### src/rtl/c2s_pkg.sv
// Shared constants and state encoding for the c2sif-to-bus bridge.
package c2s_pkg;
  localparam logic [7:0] FN_WRITE = 8'd1;
  localparam logic [7:0] FN_READ  = 8'd2;

  localparam logic signed [31:0] RET_OK      = 32'sd0;
  localparam logic signed [31:0] RET_BADFN   = -32'sd1;
  localparam logic signed [31:0] RET_BADLEN  = -32'sd2;
  localparam logic signed [31:0] RET_BUSERR  = -32'sd3;
  localparam logic signed [31:0] RET_TIMEOUT = -32'sd4;

  typedef enum logic [1:0] {IDLE, CHECK, XFER, ACK} state_e;
endpackage

### src/rtl/c2s_bus_timer.sv
// Bus-beat wait counter: counts stalled cycles, flags the one that hits TIMEOUT.
module c2s_bus_timer #(
  parameter int TIMEOUT = 256
) (
  input  logic clk,
  input  logic rst,
  input  logic clr,
  input  logic en,
  output logic expired
);
  localparam int W = $clog2(TIMEOUT + 1);
  localparam logic [W-1:0] LAST = W'(TIMEOUT - 1);

  logic [W-1:0] cnt_q, cnt_d;

  always_comb begin
    cnt_d = cnt_q;
    if (clr)     cnt_d = '0;
    else if (en) cnt_d = cnt_q + W'(1);
  end

  always_ff @(posedge clk or posedge rst) begin
    if (rst) cnt_q <= '0;
    else     cnt_q <= cnt_d;
  end

  // Expires on the stalled edge that completes TIMEOUT waiting cycles.
  assign expired = en && (cnt_q == LAST);
endmodule

### src/rtl/c2s_bus_bridge.sv
// Bridges one c2sif req/ack packet into a burst of single-word bus beats.
module c2s_bus_bridge
  import c2s_pkg::*;
#(
  parameter int DATA_SIZE = 8,
  parameter int TIMEOUT   = 256
) (
  input  logic                      clk,
  input  logic                      rst,
  input  logic                      req,
  output logic                      ack,
  input  logic [31:0]               id,
  input  logic [31:0]               fn,
  input  logic [31:0]               addr,
  input  logic [DATA_SIZE*32-1:0]   wdata,
  output logic [DATA_SIZE*32-1:0]   rdata,
  output logic signed [31:0]        ret,
  output logic [31:0]               rsp_id,
  output logic                      bus_valid,
  input  logic                      bus_ready,
  output logic                      bus_we,
  output logic [31:0]               bus_addr,
  output logic [31:0]               bus_wdata,
  input  logic [31:0]               bus_rdata,
  input  logic                      bus_err
);
  localparam logic [8:0] DS_MAX = 9'(DATA_SIZE);

  state_e                    state_q, state_d;
  logic                      ack_q, ack_d;
  logic [31:0]               id_q, id_d;
  logic [7:0]                op_q, op_d;
  logic [7:0]                len_q, len_d;
  logic [31:0]               addr_q, addr_d;
  logic [DATA_SIZE*32-1:0]   wdata_q, wdata_d;
  logic [DATA_SIZE*32-1:0]   rdata_q, rdata_d;
  logic signed [31:0]        ret_q, ret_d;
  logic [7:0]                beat_q, beat_d;
  logic                      bus_valid_q, bus_valid_d;
  logic                      bus_we_q, bus_we_d;
  logic [31:0]               bus_addr_q, bus_addr_d;
  logic [31:0]               bus_wdata_q, bus_wdata_d;

  logic       hs, expired;
  logic [7:0] beat_nx;
  logic       unused_fn;

  assign hs        = bus_valid_q & bus_ready;
  assign beat_nx   = beat_q + 8'd1;
  assign unused_fn = ^fn[31:16];

  c2s_bus_timer #(.TIMEOUT(TIMEOUT)) u_timer (
    .clk     (clk),
    .rst     (rst),
    .clr     (~bus_valid_q | bus_ready),
    .en      (bus_valid_q & ~bus_ready),
    .expired (expired)
  );

  always_comb begin
    state_d     = state_q;
    ack_d       = ack_q;
    id_d        = id_q;
    op_d        = op_q;
    len_d       = len_q;
    addr_d      = addr_q;
    wdata_d     = wdata_q;
    rdata_d     = rdata_q;
    ret_d       = ret_q;
    beat_d      = beat_q;
    bus_valid_d = bus_valid_q;
    bus_we_d    = bus_we_q;
    bus_addr_d  = bus_addr_q;
    bus_wdata_d = bus_wdata_q;
    case (state_q)
      IDLE: if (req) begin
        id_d    = id;
        op_d    = fn[7:0];
        len_d   = fn[15:8];
        addr_d  = addr;
        wdata_d = wdata;
        rdata_d = '0;
        state_d = CHECK;
      end
      CHECK: begin
        if (op_q != FN_WRITE && op_q != FN_READ) begin
          ret_d = RET_BADFN; ack_d = 1'b1; state_d = ACK;
        end else if (len_q == 8'd0 || {1'b0, len_q} > DS_MAX) begin
          ret_d = RET_BADLEN; ack_d = 1'b1; state_d = ACK;
        end else begin
          beat_d      = 8'd0;
          bus_valid_d = 1'b1;
          bus_we_d    = (op_q == FN_WRITE);
          bus_addr_d  = addr_q;
          bus_wdata_d = wdata_q[31:0];
          state_d     = XFER;
        end
      end
      XFER: begin
        if (hs) begin
          // An errored beat ends the burst without touching rdata.
          if (bus_err) begin
            ret_d = RET_BUSERR; bus_valid_d = 1'b0; ack_d = 1'b1; state_d = ACK;
          end else begin
            if (!bus_we_q) rdata_d[beat_q*32 +: 32] = bus_rdata;
            if (beat_q == len_q - 8'd1) begin
              ret_d = RET_OK; bus_valid_d = 1'b0; ack_d = 1'b1; state_d = ACK;
            end else begin
              beat_d      = beat_nx;
              bus_addr_d  = addr_q + {22'd0, beat_nx, 2'b00};
              bus_wdata_d = wdata_q[beat_nx*32 +: 32];
            end
          end
        end else if (expired) begin
          ret_d = RET_TIMEOUT; bus_valid_d = 1'b0; ack_d = 1'b1; state_d = ACK;
        end
      end
      ACK: if (!req) begin
        ack_d   = 1'b0;
        state_d = IDLE;
      end
      default: state_d = IDLE;
    endcase
  end

  always_ff @(posedge clk or posedge rst) begin
    if (rst) begin
      state_q     <= IDLE;
      ack_q       <= 1'b0;
      id_q        <= '0;
      op_q        <= '0;
      len_q       <= '0;
      addr_q      <= '0;
      wdata_q     <= '0;
      rdata_q     <= '0;
      ret_q       <= '0;
      beat_q      <= '0;
      bus_valid_q <= 1'b0;
      bus_we_q    <= 1'b0;
      bus_addr_q  <= '0;
      bus_wdata_q <= '0;
    end else begin
      state_q     <= state_d;
      ack_q       <= ack_d;
      id_q        <= id_d;
      op_q        <= op_d;
      len_q       <= len_d;
      addr_q      <= addr_d;
      wdata_q     <= wdata_d;
      rdata_q     <= rdata_d;
      ret_q       <= ret_d;
      beat_q      <= beat_d;
      bus_valid_q <= bus_valid_d;
      bus_we_q    <= bus_we_d;
      bus_addr_q  <= bus_addr_d;
      bus_wdata_q <= bus_wdata_d;
    end
  end

  assign ack       = ack_q;
  assign rdata     = rdata_q;
  assign ret       = ret_q;
  assign rsp_id    = id_q;
  assign bus_valid = bus_valid_q;
  assign bus_we    = bus_we_q;
  assign bus_addr  = bus_addr_q;
  assign bus_wdata = bus_wdata_q;
endmodule
### config.mk
export PLATFORM = sky130hd
export DESIGN_NAME = c2s_bus_bridge
export DESIGN_NICKNAME = d
export VERILOG_FILES = /design/src/rtl/c2s_pkg.sv /design/src/rtl/c2s_bus_timer.sv /design/src/rtl/c2s_bus_bridge.sv
export SDC_FILE = /design/constraint.sdc
export NUM_CORES = 1
export LEC_CHECK = 0
export BUFFER_PORTS_ARGS = -buffer_cell sky130_fd_sc_hd__clkbuf_2
export CORE_AREA = 4 4 296 298
export CTS_BUF_LIST = sky130_fd_sc_hd__clkbuf_8
export DETAILED_ROUTE_END_ITERATION = 10
export DIE_AREA = 0 0 300 302
export PLACE_DENSITY = 0.53
export SLEW_MARGIN = 40
export SYNTH_ARGS = -nofsm -noshare
export SYNTH_HDL_FRONTEND = slang
export SYNTH_HIERARCHICAL = 1
export SYNTH_SLANG_ARGS = --single-unit
### constraint.sdc
create_clock -name clk -period 23.9 [get_ports clk]
set_input_delay 1.195 -clock clk [delete_from_list [all_inputs] [get_ports clk]]
set_output_delay 1.195 -clock clk [all_outputs]
set_load 0.05 [all_outputs]
### Word level (Yosys, flattened, before mapping)

Cells that the tools add are included.

| cells by class | value |
|---|---|
| bitwise operators | 7 |
| $add $sub $neg | 5 |
| $lt $le $gt $ge | 1 |
| eq/ne operators | 19 |
| reductions and logical operators | 17 |
| shift operators | 3 |
| mux-type cells | 57 |

Operators with widths:

| cell | count |
|---|---|
| $mux W256 | 4 |
| $mux W32 | 16 |
| $pmux W256 S2 | 1 |
| $bwmux W256 | 1 |
| $shift A32 B34 Y256 const A | 1 |
| $shiftx A256 B14 Y32 | 1 |
| $shiftx A32 B34 Y256 | 1 |
| $pmux W32 S2 | 3 |
| $mux W8 | 5 |
| $neg A13 Y34 | 1 |
| $add A32 B10 Y32 | 1 |
| $mux W9 | 2 |
| $ne A2 B2 Y1 const B | 8 |
| $pmux W8 S2 | 1 |
| $mux W1 | 15 |
| $reduce_and A5 Y1 | 3 |
| $mux W2 | 6 |
| $add A9 B1 Y9 const B | 1 |
| $eq A9 B8 Y1 const B | 1 |
| $add A8 B1 Y8 const B | 1 |
| $eq A8 B1 Y1 const B | 1 |
| $eq A8 B8 Y1 | 1 |
| $gt A8 B4 Y1 const B | 1 |
| $logic_not A8 Y1 | 1 |
| 22 further kinds | 32 |

| storage, ports and cells | value |
|---|---|
| output and inout bits | 387 |
| bits in registers | 710 |

### Logic depth before layout (Yosys ltp)

Gate-level depths: netlist of the first run.

| logic depth | value |
|---|---|
| word-level depth | 7 |
| depth in mapped cells | 11 |
| mapped depth without buffers | 11 |

### Cells and area by module

The synthesis of the first run kept the hierarchy.

Modules (own cells, without submodules):

| module | times used | seq. area each (µm²) | cells each | area each (µm²) |
|---|---|---|---|---|
| c2s_bus_bridge | 1 | 16816.1 | 2070 | 28473.6 |
| c2s_bus_timer | 1 | 225.2 | 46 | 459.2 |

### Least setup slack after synthesis of the first run

Ideal clock, no wire load.

| path | value |
|---|---|
| path type | flip-flop to flip-flop |
| start | reg beat_q[1] |
| end | reg bus_addr_q[20] (netlist: bus_addr[20]) |
| clock period less this slack | 2.977 ns |
| path buffers | 1 |
| arrival | 2.895 ns |
| setup slack | 20.923 ns |
| setup time | 0.082 ns |
| cell stages (with the launch flop) | 11 |
| required time | 23.818 ns |
| path through | dfrtp_1 -> ha_1 -> xor2_1 -> buf_2 -> ha_1 -> a21o_1 -> a21oi_1 -> o21ai_1 -> nand3_1 -> or3_1 -> a31oi_1 |

| on the way | value |
|---|---|
| longest elaborated chain between the ends | 6 |
| elaborated cells on any way between the ends | 9 |
| those cells by class | 2 x add/sub; 2 x eq/ne; 4 x mux; 1 x reduce/logical |

RTL lines:

| element | RTL line | RTL |
|---|---|---|
| start, declared | c2s_bus_bridge.sv:38 | `logic [7:0] beat_q, beat_d;` |
| start signal, assigned | c2s_bus_bridge.sv:152 | `beat_q <= beat_d;` |
| $add A8 B1 Y8 | c2s_bus_bridge.sv:49 | `assign beat_nx = beat_q + 8'd1;` |
| $add A32 B10 Y32 | c2s_bus_bridge.sv:110 | `bus_addr_d = addr_q + {22'd0, beat_nx, 2'b00};` |
| $mux W32 | c2s_bus_bridge.sv:106 | `if (beat_q == len_q - 8'd1) begin` |
| $mux W32 | c2s_bus_bridge.sv:102 | `if (bus_err) begin` |
| $mux W32 | c2s_bus_bridge.sv:100 | `if (hs) begin` |
| $pmux W32 S2 | c2s_bus_bridge.sv:75 | `case (state_q)` |
| end signal, assigned | c2s_bus_bridge.sv:155 | `bus_addr_q <= bus_addr_d;` |
| end, declared | c2s_bus_bridge.sv:41 | `logic [31:0] bus_addr_q, bus_addr_d;` |

Parallel ways exist; a longest one is shown, timed or not. The select of a mux whose other input is x is not followed.
A chain may end at the register's enable or synchronous reset.

### Worst setup path in the final report of the first run

| path | value |
|---|---|
| start | reg beat_q[0] |
| end | reg bus_addr_q[26] (netlist: bus_addr[26]) |

Same word-level chain as after synthesis.

==> results of run 1 <==
sequential cells by signal, summed over array words and instances (netlist names):
name / flops
addr_q: 32
bus_valid: 1
len_q: 8
bus_we: 1
state_q: 2
beat_q: 8
bus_addr: 32
rsp_id: 32
op_q: 8
rdata: 256
bus_wdata: 32
wdata_q: 256
ack: 1
ret: 3
u_timer/cnt_q: 9
power breakdown:
part | leakage, nW | switching, mW | internal (mW)
Clock | 1.46 | 0.498 | 0.622
Combinational | 7.40 | 1.04 | 0.699
Sequential | 8.68 | 0.242 | 1.53
tightest hold or removal path: stages, from the launching register on:
cell,delay (ns)
dfrtp_1,0.34
nand2_1,0.05
o21ai_0,0.06
through the flow:
step                      area, um^2   util
after floorplan                28900      -
after global placement         33500  0.395
after detailed placement       33700  0.397
after CTS                      36200  0.427
after global routing           36300  0.428
final                          36300  0.428
cell type report:
class | count | area [um^2]
flip-flops and latches | 681 | 17000
clock buffers | 158 | 2170
inverters | 21 | 91.3
repair buffers | 796 | 4220
clock inverters | 62 | 375
well taps | 1144 | 1430
fillers | 8114 | 48600
diodes | 18 | 45.0
multi-input cells | 1212 | 10900
path summary, 6_finish.rpt:
check | slack, ns | cells after the start | end | start
max | 19.75 | 9 | bus_addr[26] | beat_q[0]
min | 0.48 | 2 | bus_wdata[29] | bus_wdata[29]
max reg2reg | 19.75 | 9 | bus_addr[26] | beat_q[0]
min reg2reg | 0.48 | 2 | bus_wdata[29] | bus_wdata[29]
max in group asynchronous | 20.33 | 6 | wdata_q[109] | rst
min in group asynchronous | 0.52 | 2 | u_timer/cnt_q[1] | rst
per-layer routing:
| metal | GRT usage | wire length [um] | vias to the layer above |
|---|---|---|---|
| li1 | - | - | 9199 |
| met1 | 0.237 | 36000 | 10500 |
| met2 | 0.340 | 45800 | 688 |
| met3 | 0.0719 | 7930 | 170 |
| met4 | 0.0598 | 2410 | 28 |
| met5 | 0 | 155 | - |
kinds of logic after synthesis:
group | after synthesis
and+or+nand+nor | 278
DFF | 681
muxes | 444
buffers and inverters | 223
xor gates and xnor gates | 46
AOI/OAI and AO/OA | 424
adders and majority gates | 20
placed cells by master, fill, tap and decap left out, types with 19 or more instances in the layout:
cell type / n
a22o_1: 252
dfrtp_1: 680
o21ai_0: 68
a21oi_1: 45
inv_1: 55
mux2i_1: 38
nand3_1: 28
nand2_1: 113
clkbuf_8: 159
o21ai_1: 22
mux4_2: 64
mux2_2: 340
clkbuf_2: 759
xor2_1: 27
buf_4: 19
nor2_1: 51
==> qor.csv, run 1 <==
stage,metric,value,unit
logic_synthesis,asr flop ratio synth,1.00,
timing,Slew HR,0.425,
logic_synthesis,Gate Count Post-Synth,2116,
clock_tree,Worst-path clk slew,0.06,ns
job,Max-Cap Viols,0,
timing,Worst Skew,0.0321,ns
floorplanning,Initial Utilization,0.341,
floorplanning,Ports,776,
timing,final hold violation count,0,
detailed_routing,Final ANT Viol Nets,0,
finish,Layout area overhead,25.5,%
logic_synthesis,xor/xnor share of the synthesized area,0.0139,
placement,pre-CTS setup slack,19.14,ns
clock_tree,Sink Count,681,
power,Tot Pwr,4.63,mW
timing,final setup fails,0,
clock_tree,Post-CTS Setup Inserts,0,
critical_path,arrival time of the worst setup path,4.79,ns
worst_hold_path,worst min path class,reg -> reg,
detailed_routing,drt total wl,92300,um
critical_path,Crit Path Max Fanout,33,
placement,dpl hpwl,66100,um
detailed_routing,initial drt markers,1206,
grt,GRT overflow,0,
critical_path,"Req. time, crit path",24.54,ns
logic_synthesis,most common cell in the netlist,dfrtp_1,
detailed_routing,via/cell ratio,5.04,
logic_synthesis,register area share after synthesis,0.589,
placement,placed insts,3853,
grt,initial antenna violation count,32,
finish,nets@finish,3238,
logic_synthesis,largest family of logic cells by synthesized area,multiplexers,
placement,I/O Buffers,759,
critical_path,critical path cell sequence,inv_1 > ha_4 > fa_1 > a21o_1 > a21oi_1 > o21ai_1 > nand3_1 > or3_1 > a31oi_1,
critical_path,Worst path max stage delay,0.82,ns
timing,Sum Neg Setup Slack,0,ns
power,Pleak,17.5,nW
timing,FMAX,241,MHz
clock_tree,post-cts resize count,0,
logic_synthesis,Synth Register Bits,681,
logic_synthesis,synth warn,6,
floorplanning,die width,300,um
detailed_routing,DR pass1 iterations,5,
clock_tree,Hold Buf Count CTS,0,
clock_tree,CTS Root Cell,clkbuf_8,
logic_synthesis,Netlist cell types,63,
grt,first-pass GRT wire length,139000,um
logic_synthesis,Syn Nets,2525,
timing,crit share post-route,0.174,
critical_path,"Largest delay share family, worst path",adder cells,
detailed_routing,DRC viols,0,
finish,Final Non-Filler Cells,4092,
detailed_routing,Vias,20600,
floorplanning,row count,107,
critical_path,Crit. End Element,flip-flop,
clock_tree,clk buf depth,3,
outcome,status,"finished, final reports clean",
logic_synthesis,Post-synth EDFFs,0,
logic_synthesis,Post-synth top flop,dfrtp_1,
grt,Tot GR Track Use,0.199,
logic_synthesis,synthesized area,28900,um^2
floorplanning,core area,84900,um^2
timing,Worst Tran Pin Value,0.850,ns
logic_synthesis,post-synth top area cell,dfrtp_1,
logic_synthesis,simple-gate portion of the synthesized area,0.0454,
timing,Final Slew Violations,0,
critical_path,Crit path buffers/inverters,1,
clock_tree,H-tree depth,3,
logic_synthesis,compound-cell area share of the yosys netlist,0.110,
logic_synthesis,share of the synthesized area in the top cell type,0.589,
power,Peak VDD IR,0.0720,mV
logic_synthesis,mux cell area share after synthesis,0.196,
clock_tree,clk_lat worst skew,0.74,ns
timing,post-route worst setup slack,19.75,ns
timing,WHS,0.482,ns
floorplanning,Die Y,302,um
finish,share of cells above drive strength 1,0.482,
grt,pin count of the biggest net entering global routing,121,
grt,vias in the first global route,21800,
logic_synthesis,syn avg cell area,13.7,um^2
floorplanning,die area,90600,um^2
logic_synthesis,post-synthesis adder-cell area fraction,0.00891,
critical_path,critical path launch point type,flip-flop,
clock_tree,CTS Buf Count,117,
power,PD cells,128,nW/um^2
timing,crit path time final,4.15,ns
critical_path,crit path kind,reg -> reg,
detailed_routing,DR WL/cell,22.5,um
timing,RSZ-0062 raised after global routing,no,
logic_synthesis,Synth top cells by count,"681 x dfrtp_1, 340 x mux2_2, 252 x a22o_1",
logic_synthesis,Synth area leaders,"dfrtp_1 59%, mux2_2 13%, a22o_1 7.6%",
clock_tree,CTS tree,built,
placement,GPL Wtd Cong,0.856,
critical_path,highest-delay cell along the critical path,ha_4,
Note: power is estimated with default switching activity, not from simulation.
==> run 2: changes to the inputs <==
PLACE_DENSITY = 0.55   (was 0.53)
clock period = 3.7 ns   (was 23.9 ns; I/O delays follow)
==> qor.csv, run 2 (synthesis results as in run 1) <==
stage,metric,value,unit,change
outcome,status,"finished, final reports clean",,
critical_path,R2R setup slack,0.39,ns,-19.36 ns
critical_path,Crit Path Max Fanout,18,,-45%
detailed_routing,Final ANT Viol Nets,0,,unchanged
timing,FMAX,302,MHz,+25%
placement,placed insts,3869,,+0.42%
floorplanning,die width,300,um,unchanged
critical_path,crit path kind,reg -> reg,,
floorplanning,Initial Utilization,0.341,,unchanged
grt,vias in the first global route,24200,,+11%
timing,final hold violation count,0,,unchanged
worst_hold_path,WHS Endpoint,wdata_q[202],,
clock_tree,Post-CTS Setup Inserts,0,,unchanged
critical_path,critical path launch point type,flip-flop,,
grt,first-pass GRT wire length,146000,um,+5.4%
finish,nets@finish,3627,,+12%
timing,Final Slew Violations,0,,unchanged
critical_path,arrival time of the worst setup path,3.99,ns,-0.80 ns
critical_path,crit path from,beat_q[0],,
floorplanning,Die Y,302,um,unchanged
placement,GPL Wtd Cong,0.859,,+0.26%
finish,number of fill cells in the layout,7632,,-5.9%
power,Tot Pwr,30.2,mW,+550%
placement,I/O Buffers,759,,unchanged
grt,initial antenna violation count,16,,-50%
placement,dpl hpwl,66300,um,+0.34%
floorplanning,die area,90600,um^2,unchanged
clock_tree,CTS Buf Count,117,,unchanged
timing,Worst Tran Pin Value,0.852,ns,+0.00121 ns
floorplanning,row count,107,,unchanged
timing,WHS,0.181,ns,-0.301 ns
worst_hold_path,worst min path class,in -> reg,,
timing,Worst Skew,0.0288,ns,-0.00327 ns
timing,final setup fails,0,,unchanged
clock_tree,Worst-path clk slew,0.06,ns,about the same
timing,crit path time final,3.31,ns,-0.840 ns
timing,RSZ-0062 raised after global routing,no,,
detailed_routing,DR pass1 iterations,6,,+1
detailed_routing,Vias,22300,,+8.4%
floorplanning,Ports,776,,unchanged
timing,Slew HR,0.432,,+0.00718
finish,Layout area overhead,38.5,%,
detailed_routing,drt total wl,95500,um,+3.6%
placement,dpl cell area,33800,um^2,+0.44%
timing,crit share post-route,0.895,,+0.721
grt,GRT overflow,0,,unchanged
critical_path,Crit. End Element,flip-flop,,
clock_tree,post-cts resize count,0,,unchanged
floorplanning,core area,84900,um^2,unchanged
power,Pleak,19.1,nW,+9.0%
critical_path,RR Endpoint,bus_addr[26],,
detailed_routing,via/cell ratio,5.00,,-0.77%
clock_tree,H-tree depth,3,,unchanged
detailed_routing,DRC viols,0,,unchanged
power,PD cells,755,nW/um^2,+490%
finish,"commonest cells after routing, fill and taps aside","759 x clkbuf_2, 679 x dfrtp_1, 374 x dlygate4sd3_1",,
clock_tree,clk_lat worst skew,0.77,ns,+0.03 ns
worst_hold_path,hold wc startpoint,wdata[202],,
clock_tree,CTS tree,built,,
grt,pin count of the biggest net entering global routing,139,,+15%
critical_path,"Req. time, crit path",4.37,ns,-20.17 ns
critical_path,worst reg2reg path startpoint,beat_q[0],,
detailed_routing,DR WL/cell,21.4,um,-5.2%
detailed_routing,initial drt markers,1166,,-3.3%
finish,Final Non-Filler Cells,4471,,+9.3%
clock_tree,clk buf depth,3,,unchanged
clock_tree,CTS Root Cell,clkbuf_8,,
finish,share of cells above drive strength 1,0.429,,-0.0526
finish,Final Util,0.472,,+0.0443
finish,"commonest non-fill, non-tap cell in the layout",clkbuf_2,,
worst_hold_path,hold depth,3,,+1
clock_tree,Sink Count,681,,unchanged
clock_tree,Hold Buf Count CTS,374,,+374
critical_path,R2R depth,9,,unchanged
power,Peak VDD IR,0.536,mV,+640%
job,Max-Cap Viols,0,,unchanged
finish,"Design Area, Final",40100,um^2,+10%
grt,Tot GR Track Use,0.207,,+0.00788
## run 2: cell types whose count changed in the layout (fill, tap and decap cells not counted), sizes merged
cell / previous run / this run
bufinv: 3 / 1
diode: 18 / 17
dlygate4sd3: 0 / 374
clkinvlp: 2 / 3
buf: 36 / 52
clkinv: 17 / 10
clkbuf: 918 / 916
## run 2: stage by stage
step / worst slack, ns / setup TNS, ns
2_1_floorplan: -5.68 / -3813.82
3_3_place_gp: 0.520 / 0
3_5_place_dp: 0.440 / 0
4_1_cts: 0.403 / 0
5_1_grt: 0.194 / 0
6_report: 0.389 / 0
## run 2: critical path, stage by stage, from the launching register on
cell	delay [ns]
dfrtp_4	0.49
buf_4	0.32
nand3_1	0.14
xnor2_1	0.20
ha_1	0.39
a21oi_1	0.14
o21ai_1	0.61
nand3_1	0.36
or3_1	0.41
a31oi_1	0.18
## run 2: how the worst max path moves through the flow
stage,endpoint,cells after the start
after floorplan,ack,1
after global placement,bus_addr[20],9
after detailed placement,bus_addr[26],9
after CTS,bus_addr[26],9
after global routing,bus_addr[27],10
final,bus_addr[26],9
## run 2: layout make-up
cell class              count  area [um^2]  share of cell area
inverters                  21         82.6             0.00206
clock buffers             157         2160              0.0539
well taps                1144         1430              0.0357
diodes                     17         42.5             0.00106
clock inverters            54          289             0.00721
multi-input cells        1212        10900               0.273
flip-flops and latches    681        17000               0.425
repair buffers           1185         8080               0.202
## run 2: layer usage
metal,part of all wire,up-vias,GRT usage
li1,-,9965,-
met1,0.40,11400,0.252
met2,0.50,813,0.357
met3,0.071,198,0.0566
met4,0.031,4,0.0689
met5,0.00028,-,0
## run 2: where the power goes
| part | switching, mW | total [mW] | internal (mW) |
|---|---|---|---|
| logic | 6.92 | 11.7 | 4.82 |
| clock network | 3.19 | 7.04 | 3.85 |
| registers | 1.57 | 11.5 | 9.89 |
